===== src/rtl/core_frame_sequencer.sv =====
// Per-core instruction frame receiver.
// Captures a whole frame from the scheduler broadcast bus on this core's start
// bit, optionally loads R0, then hands the frame's instructions to the core
// pipeline one at a time under valid/ready. After the last transfer (or a STOP
// opcode) it waits for the pipeline to go idle before reporting ready again.
module core_frame_sequencer #(
    parameter int       INSN_WIDTH     = 16,
    parameter int       INSN_PER_FRAME = 16,
    parameter int       REG_WIDTH      = 8,
    parameter int       OPC_MSB        = 15,
    parameter logic [3:0] STOP_OPC     = 4'hF
) (
    input  logic                                 clk,
    input  logic                                 reset,
    input  logic                                 start_i,
    input  logic [INSN_WIDTH*INSN_PER_FRAME-1:0] insn_data_i,
    input  logic                                 init_r0_en_i,
    input  logic [REG_WIDTH-1:0]                 init_r0_i,
    output logic                                 ready_o,
    output logic                                 insn_valid_o,
    output logic [INSN_WIDTH-1:0]                insn_o,
    input  logic                                 insn_ready_i,
    input  logic                                 pipe_idle_i,
    output logic                                 r0_we_o,
    output logic [REG_WIDTH-1:0]                 r0_wdata_o,
    output logic                                 proto_err_o
);

    localparam int FRAME_W = INSN_WIDTH * INSN_PER_FRAME;
    localparam int IDX_W   = (INSN_PER_FRAME > 1) ? $clog2(INSN_PER_FRAME) : 1;
    localparam logic [IDX_W-1:0] LAST_IDX = IDX_W'(INSN_PER_FRAME - 1);

    typedef enum logic [1:0] {
        S_IDLE  = 2'd0,
        S_ISSUE = 2'd1,
        S_DRAIN = 2'd2
    } state_t;

    state_t                 state_q, state_d;
    logic [FRAME_W-1:0]     frame_q;
    logic [IDX_W-1:0]       idx_q, idx_d;
    logic                   r0_we_q, r0_we_d;
    logic [REG_WIDTH-1:0]   r0_wdata_q, r0_wdata_d;
    logic                   proto_err_q, proto_err_d;
    logic                   frame_load;
    logic [INSN_WIDTH-1:0]  cur_insn;

    // Slot currently pointed at; stays stable while idx is held during a stall.
    assign cur_insn = frame_q[idx_q*INSN_WIDTH +: INSN_WIDTH];

    assign r0_we_o     = r0_we_q;
    assign r0_wdata_o  = r0_wdata_q;
    assign proto_err_o = proto_err_q;

    // Next-state and output decode; ready/valid/insn come straight from registered state.
    always_comb begin
        state_d      = state_q;
        idx_d        = idx_q;
        r0_we_d      = 1'b0;
        r0_wdata_d   = r0_wdata_q;
        proto_err_d  = proto_err_q | (start_i && (state_q != S_IDLE));
        frame_load   = 1'b0;
        ready_o      = 1'b0;
        insn_valid_o = 1'b0;
        insn_o       = '0;
        case (state_q)
            S_IDLE: begin
                ready_o = 1'b1;
                if (start_i) begin
                    frame_load = 1'b1;
                    idx_d      = '0;
                    state_d    = S_ISSUE;
                    if (init_r0_en_i) begin
                        r0_we_d    = 1'b1;
                        r0_wdata_d = init_r0_i;
                    end
                end
            end
            S_ISSUE: begin
                insn_valid_o = 1'b1;
                insn_o       = cur_insn;
                if (insn_ready_i) begin
                    if ((idx_q == LAST_IDX) || (cur_insn[OPC_MSB -: 4] == STOP_OPC)) begin
                        state_d = S_DRAIN;
                    end else begin
                        idx_d = idx_q + 1'b1;
                    end
                end
            end
            S_DRAIN: begin
                if (pipe_idle_i) begin
                    state_d = S_IDLE;
                end
            end
            default: begin
                state_d = S_IDLE;
            end
        endcase
    end

    // Control state register with synchronous reset.
    always_ff @(posedge clk) begin
        if (reset) begin
            state_q     <= S_IDLE;
            idx_q       <= '0;
            r0_we_q     <= 1'b0;
            r0_wdata_q  <= '0;
            proto_err_q <= 1'b0;
        end else begin
            state_q     <= state_d;
            idx_q       <= idx_d;
            r0_we_q     <= r0_we_d;
            r0_wdata_q  <= r0_wdata_d;
            proto_err_q <= proto_err_d;
        end
    end

    // Frame storage, written only when a start is accepted in IDLE.
    always_ff @(posedge clk) begin
        if (frame_load) begin
            frame_q <= insn_data_i;
        end
    end

endmodule


===== config.mk =====
export PLATFORM = sky130hd
export DESIGN_NAME = core_frame_sequencer
export DESIGN_NICKNAME = d
export VERILOG_FILES = /design/src/rtl/core_frame_sequencer.sv
export SDC_FILE = /design/constraint.sdc
export NUM_CORES = 1
export LEC_CHECK = 0
export BUFFER_PORTS_ARGS = -buffer_cell sky130_fd_sc_hd__buf_2
export CORE_AREA = 3 3 202 125
export CTS_CLUSTER_SIZE = 16
export DETAILED_ROUTE_END_ITERATION = 16
export DIE_AREA = 0 0 205 128
export PLACE_DENSITY = 0.7
export SYNTH_ARGS = -nofsm -noshare
export SYNTH_HDL_FRONTEND = slang
export SYNTH_SLANG_ARGS = --single-unit

===== constraint.sdc =====
create_clock -name clk -period 19.69 [get_ports clk]
set_clock_uncertainty 0.05 [all_clocks]
set_input_delay 3.938 -clock clk [delete_from_list [all_inputs] [get_ports clk]]
set_output_delay 3.938 -clock clk [all_outputs]
set_load 0.01 [all_outputs]

==> results of run 1 <==
[power by group through the flow]
stage                     Sequential [mW]  Clock [mW]  Combinational, mW
after detailed placement            0.712           0              0.111
after floorplan                     0.714           0             0.0644
after global routing                0.703       0.504              0.120
after global placement              0.709           0              0.106
after CTS                           0.700       0.482              0.112
final                               0.699       0.466              0.111
[metal layers]
metal / vias up / share of wire [%] / GRT usage, %
met2: 284 / 47 / 29.6
met5: - / 0.16 / 0
met1: 3011 / 43 / 27.4
met3: 38 / 8.3 / 4.54
li1: 2624 / - / -
met4: 6 / 1.8 / 4.50
[worst min-delay path, cell delays in order (launching register included)]
cell and delay [ps]:
dfxtp_1 310, nand2_1 50, a21oi_1 50
[final cells by class]
type	instances	area [um^2]	area share, %
Antenna cell	5	12.5	0.0955
Clock buffer	28	637	4.86
Clock inverter	18	148	1.13
Inverter	5	26.3	0.200
Multi-Input combinational cell	182	2350	17.9
Sequential cell	272	8010	61.2
Tap cell	315	394	3.01
Timing Repair Buffer	302	1520	11.6
[per-stage QoR]
| step | instance area, um^2 | cells | total power [mW] | worst slack [ps] | utilization (%) |
|---|---|---|---|---|---|
| after floorplan | 10500 | 484 | 0.778 | 9030 | - |
| after global placement | 12300 | 1076 | 0.816 | 12640 | 53.0 |
| after detailed placement | 12300 | 1076 | 0.823 | 12610 | 53.0 |
| after CTS | 13100 | 1122 | 1.29 | 12030 | 56.3 |
| after global routing | 13100 | 1126 | 1.33 | 11890 | 56.4 |
| final | 13100 | 1127 | 1.28 | 12160 | 56.4 |
[placed cells by master, fill, tap and decap left out, types with 5 or more instances in the layout]
cell type | Yosys | layout
edfxtp_1 | 256 | 256
diode_2 | 0 | 5
dfxtp_1 | 16 | 13
mux4_2 | 68 | 68
nor2_1 | 7 | 7
mux2i_1 | 17 | 17
and2_1 | 13 | 13
buf_2 | 12 | 297
clkbuf_16 | 0 | 25
buf_4 | 0 | 5
nand2_1 | 22 | 22
a21oi_1 | 15 | 15
clkinv_1 | 0 | 9
[sequential cells by signal, indices dropped and copies added (netlist names)]
| signal | cells |
|---|---|
| r0_we_o | 1 |
| state_q | 2 |
| frame_q | 256 |
| r0_wdata_o | 8 |
| proto_err_o | 1 |
| idx_q | 4 |
[worst max-delay path by stage]
stage                                      from                         end  slack, ps  depth (start not counted)
final                     idx_q[0]$_SDFFE_PP0P_                   insn_o[3]      12160                          5
after global routing      idx_q[0]$_SDFFE_PP0P_                   insn_o[3]      11890                          5
after CTS                 idx_q[0]$_SDFFE_PP0P_                   insn_o[0]      12030                          5
after detailed placement  idx_q[0]$_SDFFE_PP0P_                   insn_o[0]      12610                          5
after global placement    idx_q[0]$_SDFFE_PP0P_                   insn_o[0]      12640                          5
after floorplan                         start_i  r0_wdata_o[1]$_SDFFE_PP0P_       9030                          5
[logic make-up after synthesis]
group / Yosys count / share of synthesized area (%)
DFF: 272 / 76.0
buffers and inverters: 30 / 1.66
muxes: 87 / 16.4
adders and majority gates: 1 / 0.119
and+or+nand+nor: 54 / 2.53
AOI/OAI and AO/OA: 40 / 3.26
==> results.toml, run 1 <==
[pwr]
internal-power_mw = 0.999
power.density_nw_per_um2 = 97.4
pwr-share-seq_pct = 54.8
switching_share_pct = 21.7
ir_worst_vdd_v = 0.0000739
leakagePower_nw = 4.82
clkPwrFrac_pct = 36.5
p_sw_mw = 0.277
pwr-share-comb_pct = 8.7

[critical_path]
rr_endpoint = "idx_q[1]$_SDFFE_PP0P_"
worstSetupStartpointType = "register"
cpMaxStageDelayCell = "buf_4"
cp.arrival_ps = 3540
end_kind = "output pin"
max_stage_delay_ps = 830
cp_max_fo = 49
r2r_start = "idx_q[0]$_SDFFE_PP0P_"
path_delay_family = "multiplexers"
crit_top_cell = "mux4_2"
rr_worst_depth = 7
critical_path_required_ps = 15700
path_buf_inv = 2
path_cells = "buf_4 -> mux4_2 -> mux4_2 -> and2_1 -> buf_2"
reg2reg_slack_ps = 16170
critPathKind = "reg2out"

[drt]
num_vias = 5963
wirelength_um = 25200
ant_nets = 0
drc = 0
drt_first_iter_violations = 441
viasPerCell = 5.29
wl_per_cell_um = 22.4
drt-pass1-iter-count = 4

[timing]
setup_tns_ps = 0
period_share_pct = 38.2
rsz0062_at_grt = "no"
fmax_mhz = 133
worstMarginPinSlew_ps = 1130
setup_viol = 0
drv_slew = 0
hold_viol_final = 0
relSlewSlack_pct = 24.7
period_minus_slack_ps = 7530
whs_ps = 415

[run]
cap_violations = 0

[cts]
cts_resized = 0
clockBufferDepth = 3
numCtsBuffers = 25
cts_sinks = 272
cts_hold_buf = 0
root_buffer = "clkbuf_16"
post_cts_buffers = 0
clkLatencyLatePin_ps = 530
htreeDepth = 1
cts_tree = "built"
clkTransAtPathRegs_ps = 60

[global_routing]
grt_overflow_total = 0
grt_pass1_vias = 6312
grt_max_degree = 94
track_usage_pct = 18.9
antenna_found_initial = 7
grt_pass1_wl_um = 37300

[place]
dpl.hpwl_um = 17800
place_congestion = 0.873
io_buffers = 297

[synthesis]
synthArstFlopShare_pct = 0
synth_edf_count = 256
synth_most_common_cell = "edfxtp_1"
syn-instance-count = 484
synth_area_per_cell_um2 = 21.8
synth_area_um2 = 10500
synthesis.nets = 755
yosys.area.top_type = "edfxtp_1"
synth-seq-cells = 272
synth_area_leaders = "edfxtp_1 73%, mux4_2 15%, dfxtp_1 3.0%"
synth_cell_type_count = 36
ys.flop_type = "edfxtp_1"
synth-seq-area-share_pct = 76.0
synth_top_area_share_pct = 73.0
ys_warn_count = 0
yosys-top-cells-count = "256 x edfxtp_1, 68 x mux4_2, 22 x nand2_1"

[floorplan]
coreArea_um2 = 23200
initial_core_util_pct = 45.3
ios = 298
rows = 43
die_h_um = 128
die-area_um2 = 26200
die_w_um = 205

[min_path]
hold_end = "r0_wdata_o[1]$_SDFFE_PP0P_"
min_path_cells = 2
hold_path.class = "reg2reg"
hp-start = "r0_wdata_o[1]$_SDFFE_PP0P_"

[layout]
final_nets = 1059
areaGrowthSynthToFinish_pct = 24.4
nFillCells = 1810
drive_gt1_share_pct = 52.4

[status]
status = "finished clean"
(Power assumes the default switching activity.)
==> inputs of run 2 (changes only) <==
- PLACE_DENSITY: 0.7 -> 0.73
- clock period: 19.69 -> 6.3 ns (I/O delays scaled with it)
==> run 2 against run 1 <==
Power grew to 3.2 times the previous value. Die area unchanged. Non-clock buffer count did not move. Sequential cell count unchanged. Clock power grew to 3.3 times the previous value. Setup slack got worse by 10000 ps. Design area is 0.45% higher. Global-route usage decreased by 0.82 points. Combinational power grew to 3.0 times the previous value. Routed wire length fell by 4.6%. Register-to-register slack got worse by 13000 ps. Critical path depth unchanged. Critical path type unchanged. Largest cell class unchanged.
==> results.toml, run 2 (synthesized netlist as in run 1, its figures left out) <==
[status]
status = "finished clean"

[pwr]
pwr-share-seq_pct = 54.0
post-layout-total-power_mw = 4.05
power.density_nw_per_um2 = 307
internal-power_mw = 3.20
p_sw_mw = 0.846
clkPwrFrac_pct = 37.6
leakagePower_nw = 4.84
switching_share_pct = 20.9
pwr-share-comb_pct = 8.4
ir_worst_vdd_v = 0.000191

[min_path]
min_path_cells = 2
hold_end = "r0_wdata_o[0]$_SDFFE_PP0P_"
hold_path.class = "reg2reg"
hp-start = "r0_wdata_o[0]$_SDFFE_PP0P_"

[floorplan]
initial_core_util_pct = 45.3
coreArea_um2 = 23200
rows = 43
die_w_um = 205
ios = 298
die_h_um = 128
die-area_um2 = 26200

[drt]
drt_first_iter_violations = 480
viasPerCell = 5.17
drt-pass1-iter-count = 5
wirelength_met1_um = 10500
drc = 0
num_vias = 5816
wirelength_um = 24100
ant_nets = 0
route.met2.wl_um = 10900
met3RoutedLength_um = 2220
maxUsedRoutingLayer = "met5"
wl_per_cell_um = 21.4

[cts]
cts_sinks = 272
cts_hold_buf = 0
clockBufferDepth = 3
cts_resized = 0
numCtsBuffers = 25
root_buffer = "clkbuf_16"
post_cts_buffers = 0
cts_tree = "built"
htreeDepth = 1
clkTransAtPathRegs_ps = 70
clkLatencyLatePin_ps = 520

[timing]
setup_tns_ps = 0
worstMarginPinSlew_ps = 924
period_minus_slack_ps = 4450
drv_slew = 0
hold_viol_final = 0
rsz0062_at_grt = "no"
relSlewSlack_pct = 38.4
whs_ps = 402
fmax_mhz = 225
setup_ws_ps = 1850
setup_viol = 0
period_share_pct = 70.7

[layout]
largest_reg_flops = 256
final_nets = 1059
drive_gt1_share_pct = 53.0
areaGrowthSynthToFinish_pct = 25.0
regMostFlops = "frame_q"
final_common_cell = "buf_2"
final_cell_mix = "297 x buf_2, 256 x edfxtp_1, 68 x mux4_2, 25 x clkbuf_16, 22 x nand2_1"
final_util_pct = 56.6

[critical_path]
cp_max_fo = 43
critPathLaunch = "idx_q[0]$_SDFFE_PP0P_"
cp.arrival_ps = 3140
end_kind = "output pin"
reg2reg_slack_ps = 3170
rr_worst_depth = 8
r2r_start = "idx_q[2]$_SDFFE_PP0P_"
critical_path_required_ps = 4990
critPathKind = "reg2out"
rr_endpoint = "idx_q[0]$_SDFFE_PP0P_"
worstSetupStartpointType = "register"

[run]
cap_violations = 0

[place]
io_buffers = 297
place_ws_ps = 2310
place_congestion = 0.769
dpl.hpwl_um = 16900

[global_routing]
track_usage_pct = 18.1
grt_max_degree = 146
grt_pass1_vias = 6061
antenna_found_initial = 6
grt_pass1_wl_um = 35500
grt_overflow_total = 0
[run 2: cell count changes in the layout (fill, tap and decap cells not counted), moves of 2 or more]
cell / before / now
buf_12: 0 / 2
buf_4: 5 / 3
bufinv_16: 2 / 4
clkinv_1: 9 / 4
clkinv_2: 2 / 7
inv_8: 2 / 0
[run 2: worst max path at each step]
stage / end / slack (ps) / cells past startpoint
after CTS: insn_o[4] / 1730 / 5
after floorplan: r0_wdata_o[1]$_SDFFE_PP0P_ / 310 / 5
after detailed placement: insn_o[4] / 2310 / 5
final: insn_o[3] / 1850 / 5
after global placement: insn_o[4] / 2330 / 5
after global routing: insn_o[4] / 1630 / 5
[run 2: critical path, stage by stage, from the launching register on]
cell     delay (ps)
dfxtp_4         810
buf_12          380
mux4_2          550
mux4_2          500
and2_1          170
buf_2           140
[run 2: power groups by stage]
stage / logic (mW) / clock network (mW) / registers (mW)
2_1_floorplan: 0.202 / 0 / 2.22
3_3_place_gp: 0.337 / 0 / 2.22
3_5_place_dp: 0.342 / 0 / 2.23
4_1_cts: 0.344 / 1.57 / 2.19
5_1_grt: 0.369 / 1.65 / 2.20
6_report: 0.338 / 1.52 / 2.19
[run 2: metrics by stage]
step / instances / cell area, um^2
2_1_floorplan: 484 / 10500
3_3_place_gp: 1076 / 12300
3_5_place_dp: 1076 / 12300
4_1_cts: 1121 / 13200
5_1_grt: 1123 / 13200
6_report: 1125 / 13200
[run 2: layer usage]
metal | track usage, % | vias to the layer above
li1 | - | 2621
met1 | 27.0 | 2898
met2 | 27.1 | 250
met3 | 5.15 | 39
met4 | 3.57 | 8
met5 | 0 | -
[run 2: layout make-up]
cell class / instances / area [um^2]
inverters: 5 / 22.5
clock buffers: 28 / 637
clock inverters: 17 / 185
repair buffers: 302 / 1550
fillers: 1799 / 10100
well taps: 315 / 394
flip-flops and latches: 272 / 8020
diodes: 4 / 10.0
multi-input cells: 182 / 2350
